`config.mk`:
```
export PLATFORM = sky130hd
export DESIGN_NAME = param_if_stage
export DESIGN_NICKNAME = d
export VERILOG_FILES = /design/src/rtl/param_if_stage.sv
export SDC_FILE = /design/constraint.sdc
export NUM_CORES = 2
export LEC_CHECK = 0
export BUFFER_PORTS_ARGS = -buffer_cell sky130_fd_sc_hd__buf_2
export CORE_ASPECT_RATIO = 1.75
export CORE_MARGIN = 5
export CORE_UTILIZATION = 50
export CTS_BUF_LIST = sky130_fd_sc_hd__clkbuf_4 sky130_fd_sc_hd__clkbuf_8
export CTS_CLUSTER_SIZE = 10
export DETAILED_ROUTE_END_ITERATION = 8
export PLACE_DENSITY = 0.72
export SYNTH_ARGS = -nofsm -noshare
export SYNTH_HDL_FRONTEND = slang
export SYNTH_SLANG_ARGS = --single-unit
```
`constraint.sdc`:
```
create_clock -name clk -period 5.9 [get_ports clk]
set_input_delay 1.18 -clock clk [delete_from_list [all_inputs] [get_ports clk]]
set_output_delay 1.18 -clock clk [all_outputs]
set_load 0.01 [all_outputs]
```
`src/rtl/param_if_stage.sv`:
```
// Parametrised instruction-fetch stage: PC, branch redirect with one-entry stall buffer,
// internal instruction memory and IF/ID register. Optional counters under IF_PERF_CNT_EN.
module param_if_stage #(
  parameter int                 DATA_W   = 32,
  parameter int                 ADDR_W   = 7,
  parameter int                 PC_INC   = 1,
  parameter logic [DATA_W-1:0]  RESET_PC = '0
) (
  input  logic              clk,
  input  logic              reset,
  input  logic              stall,
  input  logic              ex_mem_pcrsrc,
  input  logic [DATA_W-1:0] ex_mem_npc,
  input  logic              imem_we,
  input  logic [ADDR_W-1:0] imem_waddr,
  input  logic [DATA_W-1:0] imem_wdata,
  output logic [DATA_W-1:0] pc,
  output logic              redirect_pending,
  output logic [DATA_W-1:0] IF_ID_npc,
  output logic [DATA_W-1:0] IF_ID_instr,
  output logic              IF_ID_valid
`ifdef IF_PERF_CNT_EN
  ,
  output logic [31:0]       fetch_cnt,
  output logic [31:0]       bubble_cnt
`endif
);

  typedef enum logic {RUN, PENDING} state_t;

  state_t            state_reg, state_next;
  logic [DATA_W-1:0] pc_reg, pc_next;
  logic [DATA_W-1:0] target_reg, target_next;
  logic [DATA_W-1:0] npc_reg, npc_next;
  logic [DATA_W-1:0] instr_reg, instr_next;
  logic              valid_reg, valid_next;
  logic              fetch_evt, bubble_evt;

  logic [DATA_W-1:0] imem_reg [2**ADDR_W];
  logic [DATA_W-1:0] instr;
  logic [DATA_W-1:0] seq;

  // Combinational read; a same-cycle write is only seen from the next cycle.
  assign instr = imem_reg[pc_reg[ADDR_W-1:0]];
  assign seq   = pc_reg + DATA_W'(PC_INC);

  always_ff @(posedge clk) begin
    if (imem_we) begin
      imem_reg[imem_waddr] <= imem_wdata;
    end
  end

  always_comb begin
    state_next  = state_reg;
    pc_next     = pc_reg;
    target_next = target_reg;
    npc_next    = npc_reg;
    instr_next  = instr_reg;
    valid_next  = valid_reg;
    fetch_evt   = 1'b0;
    bubble_evt  = 1'b0;
    case (state_reg)
      PENDING: begin
        // A buffered redirect wins over any new branch strobe.
        if (!stall) begin
          pc_next     = target_reg;
          target_next = '0;
          npc_next    = '0;
          instr_next  = '0;
          valid_next  = 1'b0;
          bubble_evt  = 1'b1;
          state_next  = RUN;
        end
      end
      default: begin
        if (ex_mem_pcrsrc && !stall) begin
          pc_next    = ex_mem_npc;
          npc_next   = '0;
          instr_next = '0;
          valid_next = 1'b0;
          bubble_evt = 1'b1;
        end else if (ex_mem_pcrsrc) begin
          target_next = ex_mem_npc;
          state_next  = PENDING;
        end else if (!stall) begin
          pc_next    = seq;
          npc_next   = seq;
          instr_next = instr;
          valid_next = 1'b1;
          fetch_evt  = 1'b1;
        end
      end
    endcase
  end

  always_ff @(posedge clk or posedge reset) begin
    if (reset) begin
      state_reg  <= RUN;
      pc_reg     <= RESET_PC;
      target_reg <= '0;
      npc_reg    <= '0;
      instr_reg  <= '0;
      valid_reg  <= 1'b0;
    end else begin
      state_reg  <= state_next;
      pc_reg     <= pc_next;
      target_reg <= target_next;
      npc_reg    <= npc_next;
      instr_reg  <= instr_next;
      valid_reg  <= valid_next;
    end
  end

  assign pc               = pc_reg;
  assign redirect_pending = (state_reg == PENDING);
  assign IF_ID_npc        = npc_reg;
  assign IF_ID_instr      = instr_reg;
  assign IF_ID_valid      = valid_reg;

`ifdef IF_PERF_CNT_EN
  logic [31:0] fetch_cnt_reg, bubble_cnt_reg;

  // Both counters saturate instead of wrapping.
  always_ff @(posedge clk or posedge reset) begin
    if (reset) begin
      fetch_cnt_reg  <= '0;
      bubble_cnt_reg <= '0;
    end else begin
      if (fetch_evt && (fetch_cnt_reg != 32'hFFFF_FFFF)) begin
        fetch_cnt_reg <= fetch_cnt_reg + 32'd1;
      end
      if (bubble_evt && (bubble_cnt_reg != 32'hFFFF_FFFF)) begin
        bubble_cnt_reg <= bubble_cnt_reg + 32'd1;
      end
    end
  end

  assign fetch_cnt  = fetch_cnt_reg;
  assign bubble_cnt = bubble_cnt_reg;
`else
  logic unused_evt;
  assign unused_evt = fetch_evt ^ bubble_evt;
`endif

endmodule

```
==> summary.md <==
| Metric | Value |
|---|---|
| Clock Path Buffers | `4` |
| Worst skew pair latency | `1.09 ns` |
| R2r endpoint | `IF_ID_instr[29]$_DFFE_PP0P_` |
| Worst EP arrival | `5.74 ns` |
| Via density per instance | `6.38` |
| Crit path kind | `reg -> reg` |
| Hold_buf cts | `0` |
| Pre-Repair DR Iteration Count | `8` |
| Mean Syn Cell Area | `21.4 um^2` |
| Number of synthesized flops with an enable pin | `4096` |
| Hold Vio Cnt, Final | `0` |
| FF-to-FF Start | `pc[0]$_DFFE_PP0P_` |
| RSZ-0062 raised after global routing | `no` |
| Worst endpoint required time | `6.84 ns` |
| Total CTS buffers | `558` |
| CTS Root Cell | `clkbuf_8` |
| DR iter-0 viols | `10801` |
| H-tree Lvls | `6` |
| Setup TNS | `0 ns` |
| CTS tree | `done` |
| Count of cell types in the netlist | `60` |
| Placement Rows | `276` |
| FF+latch count, synth | `4226` |
| Top FF cell, synth | `edfxtp_1` |
| Worst-Margin Slew | `1.50 ns` |
| Most frequent cells in the layout | `edfxtp_1, mux4_2, clkbuf_8, mux2i_1, nand2_1` |
| Clock transition at path regs | `0.07 ns` |
| Post-CTS sizing | `0` |
| Leak | `56.7 nW` |
| R2r setup slk | `1.10 ns` |
| Die Y | `763 um` |
| Post-CTS setup buffer count | `0` |
| Clock sink count | `4226` |
| Starting Density | `0.501` |
| Startpoint types | `register` |
| Drt drc | `0` |
| Final setup margin | `1.10 ns` |
| Fmax | `0.208 GHz` |
| First-pass GRT wire length | `628 mm` |
| MaxCap Viol Count | `5` |
| Synth async-reset ratio | `0.0308` |
| Register area | `126000 um^2` |
| Endpoints failing setup | `0` |
| Seq/Total Area, Yosys | `0.780` |
| Period Utilization, post-route | `0.813` |
| Largest register FFs | `4096` |
| Drt wl/cell | `35.0 um` |
| Total GRT Usage | `0.265` |
| Vias | `81740` |
| CP Capture Type | `register` |
| Area share of the largest cell type after synthesis | `0.760` |
| Core area | `323000 um^2` |
| DIE WIDTH | `440 um` |
| Number of global-route vias before repair | `82382` |
| Most common cell after layout, fill and taps aside | `edfxtp_1` |
| Peak supply drop | `0.000233 V` |
| Post-Place Setup Slack | `1.35 ns` |
| Antenna violations before repair | `35` |
| Final ANT Viol Nets | `0` |
| # port buffers | `173` |
| Worst min-delay path category | `in -> async` |
| Yosys top cell by area | `edfxtp_1` |
| Worst r2r path cells | `7` |
| FILL cells | `23314` |
| Total gr overflow | `0` |
| Nets | `8167` |
| Crit path max fanout | `20` |
| Syn nets | `7643` |
| Netlist Area Pre-Place | `162000 um^2` |
| Multi-input logic area | `34800 um^2` |
| Largest net degree at the start of global routing | `129` |
| Synth Warn # | `0` |
| Worst Skew | `0.108 ns` |
| Post-DP HPWL | `274 mm` |
| Status | `complete, but fails checks` |
| PwrDens | `352 nW/um^2` |
| Routability congestion estimate | `1.05` |
| Worst slew margin | `-0.0281` |
| Wirelength, routed | `449 mm` |
| P&R area growth vs syn | `11.4%` |
| Io pins | `174` |
| Layout cells sized above 1 | `0.280` |
| Total die area | `336000 um^2` |
| Synth top area cells | `edfxtp_1, mux4_2, mux2i_1, dfrtp_1, o22ai_1` |
| Tmin final | `4.80 ns` |
| Slew Viols, Final | `4` |
| Failing checks | `capacitance limit, slew limit` |
| Post-Synthesis Cells | `7566` |
[synthesized netlist by cell type, types with 4 or more instances]
cell type	count
buf_2	165
nand2b_1	8
nand4_1	41
o2111ai_1	31
a21oi_1	86
edfxtp_1	4096
inv_1	11
clkbuf_1	223
o21a_1	7
o221ai_1	36
nor2b_1	44
a211o_1	4
o211ai_1	42
and3_1	6
nand2_1	245
nor4_1	7
o21ai_0	63
nor2_1	235
nor3_1	21
mux2i_1	480
xor2_1	12
buf_4	4
o22ai_1	186
or3_1	35
mux4_2	866
dfrtp_1	130
mux2_2	95
a22oi_1	83
a221oi_1	30
o32a_1	5
nand3_1	25
xnor2_1	16
a211oi_1	127
a22o_1	13
buf_1	50
[routing by layer]
metal,share of wire,GRT usage,wire [um],vias to the layer above
li1,-,-,-,32801
met1,0.32,0.312,144000,42816
met2,0.49,0.434,221000,4948
met3,0.092,0.0500,41400,1163
met4,0.096,0.201,42900,12
met5,0.00017,0,76,-
[logic make-up (layout without fill, tap and decap cells)]
group / after synthesis / after routing / share of synthesized area
and+or+nand+nor: 683 / 683 / 0.0188
AOI/OAI and AO/OA: 733 / 733 / 0.0313
xor gates and xnor gates: 28 / 28 / 0.00151
muxes: 1441 / 1441 / 0.157
buffers and inverters: 454 / 1370 / 0.0119
adders and majority gates: 1 / 1 / 0.0000773
DFF: 4226 / 4226 / 0.780
other: 0 / 25 / 0
[worst max path at each step]
stage,startpoint,endpoint,cells after the start
floorplan,reset,IF_ID_instr[0]$_DFFE_PP0P_,1
global placement,pc[0]$_DFFE_PP0P_,IF_ID_instr[18]$_DFFE_PP0P_,7
detailed placement,ex_mem_pcrsrc,IF_ID_instr[29]$_DFFE_PP0P_,7
CTS,pc[0]$_DFFE_PP0P_,IF_ID_instr[29]$_DFFE_PP0P_,7
global route,pc[0]$_DFFE_PP0P_,IF_ID_instr[11]$_DFFE_PP0P_,7
finish,pc[0]$_DFFE_PP0P_,IF_ID_instr[29]$_DFFE_PP0P_,7
[cell type report]
class                   instances  share of cell area
inverters                      12            0.000278
well taps                    4309              0.0299
repair buffers                406              0.0181
clock inverters               198             0.00665
multi-input cells            2886               0.193
flip-flops and latches       4226               0.700
clock buffers                 754              0.0515
diodes                         25            0.000347
[worst max-delay path: stages (launching register included)]
cell       delay (ns)
dfrtp_4          0.77
nand3b_1         1.03
buf_4            0.52
o221ai_1         0.19
a21oi_1          0.08
a21oi_1          1.16
o2111ai_1        0.64
nand4_1          0.25
[stage by stage]
step            util  hold WS, ns  instances  power (W)  instance area (um^2)
6_report       0.558        0.311      12816     0.0635                180000
5_1_grt        0.558        0.332      12799     0.0654                180000
4_1_cts        0.558        0.271      12790     0.0637                180000
2_1_floorplan      -        0.468       7566     0.0392                162000
3_5_place_dp   0.526        0.455      11838     0.0429                170000
3_3_place_gp   0.525        0.456      11831     0.0428                170000
[power breakdown]
group	leakage (nW)	switching, W	internal, W
Combinational	12.6	0.00541	0.00342
Clock	5.55	0.0106	0.0105
Sequential	38.5	0.000390	0.0332
Total	56.7	0.0164	0.0471
No activity file was read; power rests on OpenSTA's default activity.
